$ cat src/rtl/dmem_arbiter.sv
`default_nettype none
// ============================================================================
// Module      : dmem_arbiter
// Description : Shares a single-port data RAM between the CPU MEM stage and a
//               DMA/IO requester. The CPU has priority, with an anti-starvation
//               forced DMA slot.
// Revision    : 1.0 - initial release
// ============================================================================
module dmem_arbiter #(
    parameter int DATA_WIDTH   = 32,
    parameter int ADDR_WIDTH   = 8,
    parameter int STARVE_LIMIT = 4
) (
    input  logic                  clk,
    input  logic                  reset,
    input  logic                  cpu_re,
    input  logic                  cpu_we,
    input  logic [ADDR_WIDTH-1:0] cpu_addr,
    input  logic [DATA_WIDTH-1:0] cpu_wdata,
    output logic [DATA_WIDTH-1:0] cpu_rdata,
    output logic                  cpu_stall,
    input  logic                  dma_req,
    input  logic                  dma_we,
    input  logic [ADDR_WIDTH-1:0] dma_addr,
    input  logic [DATA_WIDTH-1:0] dma_wdata,
    output logic                  dma_gnt,
    output logic [DATA_WIDTH-1:0] dma_rdata,
    output logic                  dma_rvalid,
    output logic [ADDR_WIDTH-1:0] mem_addr,
    output logic [DATA_WIDTH-1:0] mem_wdata,
    output logic                  mem_we,
    output logic                  mem_re,
    input  logic [DATA_WIDTH-1:0] mem_rdata
);

    typedef enum logic [0:0] {
        S_CPU   = 1'b0,
        S_FORCE = 1'b1
    } state_t;

    localparam logic [3:0] C_LIMIT = 4'(STARVE_LIMIT);

    state_t                  state_q, state_d;
    logic [3:0]              starve_cnt_q, starve_cnt_d;
    logic [DATA_WIDTH-1:0]   dma_rdata_q;
    logic                    dma_rvalid_q;

    logic                    w_cpu_req;
    logic                    w_cpu_own;
    logic                    w_dma_own;
    logic                    w_stall;
    logic                    w_dma_rd;

    assign w_cpu_req = cpu_re | cpu_we;
    assign w_dma_rd  = w_dma_own & ~dma_we;

    // Ownership, stall and starvation bookkeeping
    always_comb begin
        w_cpu_own    = 1'b0;
        w_dma_own    = 1'b0;
        w_stall      = 1'b0;
        state_d      = S_CPU;
        starve_cnt_d = '0;
        case (state_q)
            S_CPU: begin
                if (w_cpu_req) begin
                    w_cpu_own = 1'b1;
                    if (dma_req) begin
                        starve_cnt_d = starve_cnt_q + 4'd1;
                        if (starve_cnt_d == C_LIMIT) begin
                            state_d = S_FORCE;
                        end
                    end
                end else if (dma_req) begin
                    w_dma_own = 1'b1;
                end
            end
            S_FORCE: begin
                // A dropped request leaves the slot idle, but the CPU still loses it.
                w_dma_own = dma_req;
                w_stall   = w_cpu_req;
            end
            default: begin
                state_d = S_CPU;
            end
        endcase
    end

    // RAM bus steering; everything is forced low while reset is held
    always_comb begin
        mem_addr  = '0;
        mem_wdata = '0;
        mem_we    = 1'b0;
        mem_re    = 1'b0;
        cpu_rdata = '0;
        cpu_stall = 1'b0;
        dma_gnt   = 1'b0;
        if (!reset) begin
            cpu_stall = w_stall;
            dma_gnt   = w_dma_own;
            if (w_cpu_own) begin
                mem_addr  = cpu_addr;
                mem_wdata = cpu_wdata;
                mem_we    = cpu_we;
                mem_re    = cpu_re & ~cpu_we;
                cpu_rdata = mem_rdata;
            end else if (w_dma_own) begin
                mem_addr  = dma_addr;
                mem_wdata = dma_wdata;
                mem_we    = dma_we;
                mem_re    = ~dma_we;
            end
        end
    end

    always_ff @(posedge clk or posedge reset) begin
        if (reset) begin
            state_q      <= S_CPU;
            starve_cnt_q <= '0;
            dma_rvalid_q <= 1'b0;
            dma_rdata_q  <= '0;
        end else begin
            state_q      <= state_d;
            starve_cnt_q <= starve_cnt_d;
            dma_rvalid_q <= w_dma_rd;
            if (w_dma_rd) begin
                dma_rdata_q <= mem_rdata;
            end
        end
    end

    assign dma_rdata  = dma_rdata_q;
    assign dma_rvalid = dma_rvalid_q;

endmodule
`default_nettype wire
$ cat config.mk
export PLATFORM = sky130hd
export DESIGN_NAME = dmem_arbiter
export DESIGN_NICKNAME = d
export VERILOG_FILES = /design/src/rtl/dmem_arbiter.sv
export SDC_FILE = /design/constraint.sdc
export NUM_CORES = 1
export LEC_CHECK = 0
export BUFFER_PORTS_ARGS = -buffer_cell sky130_fd_sc_hd__buf_2
export CAP_MARGIN = 15
export CORE_AREA = 5 5 85 87
export DETAILED_ROUTE_END_ITERATION = 8
export DIE_AREA = 0 0 90 92
export PLACE_DENSITY = 0.91
export SLEW_MARGIN = 10
export SYNTH_ARGS = -nofsm -noshare
export SYNTH_HDL_FRONTEND = slang
export SYNTH_SLANG_ARGS = --single-unit
$ cat constraint.sdc
create_clock -name clk -period 5.25 [get_ports clk]
set_input_delay 1.05 -clock clk [delete_from_list [all_inputs] [get_ports clk]]
set_output_delay 1.05 -clock clk [all_outputs]
set_load 0.1 [all_outputs]
After elaboration in Yosys (flattened, before gate mapping)
Index checks and enable logic that the tools add are counted.
- register bits: 38
- bits in latches: 0
- memory bits (writable): 0
- ROM bits: 0
- input port bits: 118
- output and inout bits: 109
- word-level logic and storage cells: 41
- memories: 0
- $add $sub $neg: 1
- multiply operators: 0
- divide/modulo/power cells: 0
- $lt $le $gt $ge: 0
- eq/ne operators: 1
- shifts and indexed selects: 0
- multiplexer cells: 29
- bitwise gates (word level): 6
- reduce and logical (&&, ||, !) cells: 0
- operator list (cell ; number):
    $mux W32 ; 5
    $mux W8 ; 3
    $mux W1 ; 17
    $mux W4 ; 3
    $add A4 B1 Y4 const B ; 1
    $eq A4 B3 Y1 const B ; 1
    $not A1 Y1 ; 3
    $and A1 B1 Y1 ; 2
    $pmux W1 S2 ; 1
    $or A1 B1 Y1 ; 1

Depth between registers and ports, before layout
- word-level depth: 6
- depth in mapped cells: 5
- mapped depth without buffers: 3

Worst setup path after synthesis
OpenSTA, ideal clock, no wires.
- path type: in2out
- start: input dma_we
- end: output mem_re
- data arrival time: 3517 ps
- data required time: 4200 ps
- setup slack: 683 ps
- stages: 2
- buffers on the path: 0
- cell sequence: nand2b_1 a221oi_1
- cells in the longest elaborated chain, start to end: 4
- ends and longest elaborated chain (what ; line ; source):
    from (decl) ; 23 ; input logic dma_we,
    $not A1 Y1 ; 111 ; mem_re = ~dma_we;
    $mux W1 ; 107 ; end else if (w_dma_own) begin
    $mux W1 ; 101 ; if (w_cpu_own) begin
    $mux W1 ; 98 ; if (!reset) begin
    to (decl) ; 32 ; output logic mem_re,
Every way passes these cells.

Final worst setup path
- start: input cpu_re
- end: output mem_addr[1]
- cells in the longest elaborated chain, start to end: 6
- elaborated cells between the ends (all ways): 8
- classes of those cells: mux: 7; bitwise: 1
- ends and longest elaborated chain (what ; line ; source):
    from (decl) ; 16 ; input logic cpu_re,
    $or A1 B1 Y1 * ; 54 ; assign w_cpu_req = cpu_re | cpu_we;
    $mux W1 ; 66 ; if (w_cpu_req) begin
    $pmux W1 S2 ; 64 ; case (state_q)
    $mux W8 ; 107 ;
    $mux W8 * ; 101 ;
    $mux W8 * ; 98 ;
    to (decl) ; 29 ; output logic [ADDR_WIDTH-1:0] mem_addr,
Mark *: on every way between the ends. The rest lies on a longest branch, timed or not.

==> impl_table.tex <==
\begin{tabular}{lr}
\hline
Metric & Value \\
\hline
\multicolumn{2}{l}{\textbf{Status}} \\
\quad Status & completed \\
\multicolumn{2}{l}{\textbf{Synthesis}} \\
\quad Yosys warnings & 0 \\
\quad Biggest area contributors in the synthesized netlist & sky130\_fd\_sc\_hd\_\_dfrtp\_1, sky130\_fd\_sc\_hd\_\_mux2\_4, sky130\_fd\_sc\_hd\_\_a22o\_1, sky130\_fd\_sc\_hd\_\_and3\_1, sky130\_fd\_sc\_hd\_\_buf\_12 \\
\quad Cell type with the highest aggregate area in the netlist & sky130\_fd\_sc\_hd\_\_dfrtp\_1 \\
\quad Synthesized area & between 2000 and 2500 um2 \\
\quad Share of synthesized area occupied by flip-flops and latches & between 40\% and 50\% \\
\quad Syn Area/Cell & 12.36 um2 \\
\quad Post-synthesis instance total & 185 \\
\quad Flops \& latches, synth & 38 \\
\quad Area fraction of the dominant cell type after synthesis & 41.60\% \\
\quad Number of different library cells in the post-synthesis netlist & 23 \\
\quad Syn Nets & 304 \\
\multicolumn{2}{l}{\textbf{GRT}} \\
\quad First-pass GRT wire length & 13.20 mm \\
\quad Via count of the first global-routing pass & around 2500 \\
\quad Antenna violations before repair & 0 \\
\quad Maximum number of pins on one net before global-route repair & 72 \\
\quad Gr usage total & 19.40\% \\
\quad Leftover overflow at the end of global routing & 0 \\
\multicolumn{2}{l}{\textbf{Cells and area}} \\
\quad Area taken by multi-input logic gates & 1165 um2 \\
\quad Area delta synth->final & 51.89\% \\
\quad Final Non-Filler Cells & 480 \\
\quad Fin util & a little under three fifths \\
\quad Number of fill cells & 543 \\
\quad Sequential cell area & roughly 950 um2 \\
\quad Antenna fix cells & 0 \\
\quad Nets@finish & 521 \\
\quad Layout cells sized above 1 & approximately 70\% \\
\multicolumn{2}{l}{\textbf{Floorplanning}} \\
\quad Row Count & 29 \\
\quad Die width & 90 um \\
\quad Num ports & approximately 230 \\
\quad Core area & 6277 um2 \\
\quad DIE HEIGHT & slightly above 90 um \\
\quad Total die area & a little over 8000 um2 \\
\quad Effective utilization at floorplan & $\sim$36\% \\
\multicolumn{2}{l}{\textbf{STA}} \\
\quad Relative slew margins & 24.96\% \\
\quad Worst Clk Skew & between 2 and 3 ps \\
\quad Unrepaired setup endpoints after global routing & no \\
\quad Max Slew Vio Count & 0 \\
\quad Worst slack on hold paths & 465.0 ps \\
\quad F\_max & 245.8 MHz \\
\quad Slew @ Worst Pin & 1126 ps \\
\quad Final setup violation count & 0 \\
\quad Time the worst path needs with I/O delays and setup & 4068 ps \\
\quad Final hold viol count & 0 \\
\quad Setup Total Neg Slack & 0 ps \\
\quad Final worst path period share & 77.48\% \\
\multicolumn{2}{l}{\textbf{Critical path}} \\
\quad Most numerous cell on the critical path & sky130\_fd\_sc\_hd\_\_buf\_2 \\
\quad Highest net fanout along the worst path & 22 \\
\quad Critical Path Slowest Stage Cell & sky130\_fd\_sc\_hd\_\_and3\_1 \\
\quad Cells traversed along the worst timing path & buf\_2 > o21bai\_2 > and3\_1 > buf\_4 > a22o\_1 > buf\_2 \\
\quad Required time of the worst setup path & between 4000 and 5000 ps \\
\quad Sort of element at the end of the critical path & output port \\
\quad Nature of the critical path startpoint & input pin \\
\quad Crit Path Category & input pin to output port \\
\quad Worst Path Arrival & roughly 3000 ps \\
\quad Number of buffer and inverter stages on the critical path & 3 \\
\quad Delay of the slowest cell on the worst path & $\sim$660 ps \\
\quad CP delay by family, top & buffers and inverters \\
\multicolumn{2}{l}{\textbf{Placement}} \\
\quad Post-Place Cells & between 400 and 500 \\
\quad Count of buffers from port buffering & roughly 230 \\
\quad Detailed-placement wirelength estimate & 6.817 mm \\
\quad Global placement routability congestion & 0.9165 \\
\multicolumn{2}{l}{\textbf{Route}} \\
\quad Total iterations of the first detailed-routing run & 4 \\
\quad Average via count per standard cell & 5.033 \\
\quad Drc violations & 0 \\
\quad Final wirelength & 8.623 mm \\
\quad Vias after detailed routing & between 2000 and 2500 \\
\quad Number of DRC markers after the initial detailed-route iteration & 78 \\
\quad Remaining antenna violation count & 0 \\
\quad Post-detailed-route wirelength per cell & between 15 and 20 um \\
\multicolumn{2}{l}{\textbf{Clock network}} \\
\quad PostCTS Resize Cnt & 0 \\
\quad Clock Tree Buf Depth & 2 \\
\quad Clock latency of the later-clocked register in the worst-skew pair & 280 ps \\
\quad Clock input transition at the sequential cells of the worst setup and hold paths & 70 ps \\
\quad H-tree depth & 2 \\
\quad Clock tree root driver cell & sky130\_fd\_sc\_hd\_\_clkbuf\_8 \\
\quad Sink Count & 38 \\
\quad Number of CTS-inserted buffers & 5 \\
\quad CTS tree & built \\
\quad Setup repair bufs after CTS & 0 \\
\quad CTS Hold Bufs & 0 \\
\multicolumn{2}{l}{\textbf{Run}} \\
\quad Max-capacitance violation count & 0 \\
\multicolumn{2}{l}{\textbf{Power}} \\
\quad Total power of the final layout & 0.001584 W \\
\quad Worst vdd rail ir drop & 278.0 uV \\
\quad Leakage Power & 2.171 nW \\
\quad Areal power density over the cells & 456.2 nW/um2 \\
\multicolumn{2}{l}{\textbf{Hold path}} \\
\quad Path type of the worst min-delay path & flop to flop \\
\hline
\end{tabular}
final cells by class:
| class | count | area share (%) |
|---|---|---|
| clock buffers | 6 | 2.378 |
| clock inverters | 2 | 0.3604 |
| inverters | 3 | 0.3243 |
| multi-input cells | 125 | 33.55 |
| flip-flops and latches | 38 | 27.39 |
| well taps | 77 | 2.775 |
| repair buffers | 229 | 33.23 |
cells in the final DEF (no fill, tap or decap), types with 2 or more instances in the layout:
cell type	synthesis	final
sky130_fd_sc_hd__a22o_1	40	40
sky130_fd_sc_hd__and3_1	34	34
sky130_fd_sc_hd__buf_2	5	226
sky130_fd_sc_hd__buf_4	0	3
sky130_fd_sc_hd__clkbuf_8	0	6
sky130_fd_sc_hd__dfrtp_1	38	38
sky130_fd_sc_hd__inv_1	3	2
sky130_fd_sc_hd__mux2_2	3	3
sky130_fd_sc_hd__mux2_4	29	29
sky130_fd_sc_hd__nand2_1	2	2
sky130_fd_sc_hd__nor2_1	5	4
synth_stat cells (all sizes together):
| cell type | count |
|---|---|
| xnor2 | 1 |
| o21ba | 1 |
| nor2 | 5 |
| a221oi | 1 |
| nor3 | 1 |
| dfrtp | 38 |
| a22o | 40 |
| nor4b | 1 |
| ha | 1 |
| mux2 | 32 |
| and3 | 34 |
| nand2b | 2 |
| nand3 | 1 |
| o21bai | 1 |
| buf | 13 |
| clkbuf | 6 |
| xor2 | 1 |
| a32o | 1 |
| nand2 | 2 |
| inv | 3 |
kinds of logic (layout without fill, tap and decap cells):
logic type | after synthesis | count (layout) | synth area share (%)
compound gates | 44 | 44 | 17.08
xor+xnor | 2 | 2 | 0.7664
fa+ha+maj | 1 | 1 | 0.5473
buf+inv | 22 | 240 | 7.662
flops | 38 | 38 | 41.60
mux | 32 | 32 | 20.53
simple gates | 46 | 46 | 11.82
metrics by stage:
step	setup slack (ps)	instance area, um2
2_1_floorplan	682.7	2286
3_3_place_gp	1248	3377
3_5_place_dp	1208	3377
4_1_cts	1197	3472
5_1_grt	1067	3472
6_report	1182	3472
flip-flops by register name (all words and copies together) (netlist names):
signal,flops
dma_rdata,32
dma_rvalid,1
starve_cnt_q,4
state_q,1
metal layers:
layer / vias up / routed length, um / global-route usage [%]
li1: 1126 / - / -
met1: 1136 / 3167 / 21.30
met2: 143 / 4454 / 36.22
met3: 11 / 879 / 6.056
met4: 0 / 121 / 4.839
met5: - / 0 / 0
power breakdown:
group / switching, W / total [W] / internal [W] / leakage (nW)
sequential: 0.0000332 / 0.000385 / 0.000352 / 0.465
clock: 0.0000993 / 0.000205 / 0.000105 / 0.0472
combinational: 0.000804 / 0.000994 / 0.000191 / 1.66
final timing paths:
| check | start | endpoint | slack, ps | depth (start not counted) |
|---|---|---|---|---|
| worst max-delay path | cpu_re | mem_addr[1] | 1180 | 6 |
| worst min-delay path | starve_cnt_q[3] | state_q | 460 | 1 |
| worst max register to register | state_q | dma_rdata[15] | 3300 | 3 |
| worst min register to register | starve_cnt_q[3] | state_q | 460 | 1 |
| max in group asynchronous | reset | dma_rdata[7] | 3770 | 3 |
| min in group asynchronous | reset | state_q | 1000 | 3 |
Note: power is estimated with default switching activity, not from simulation.
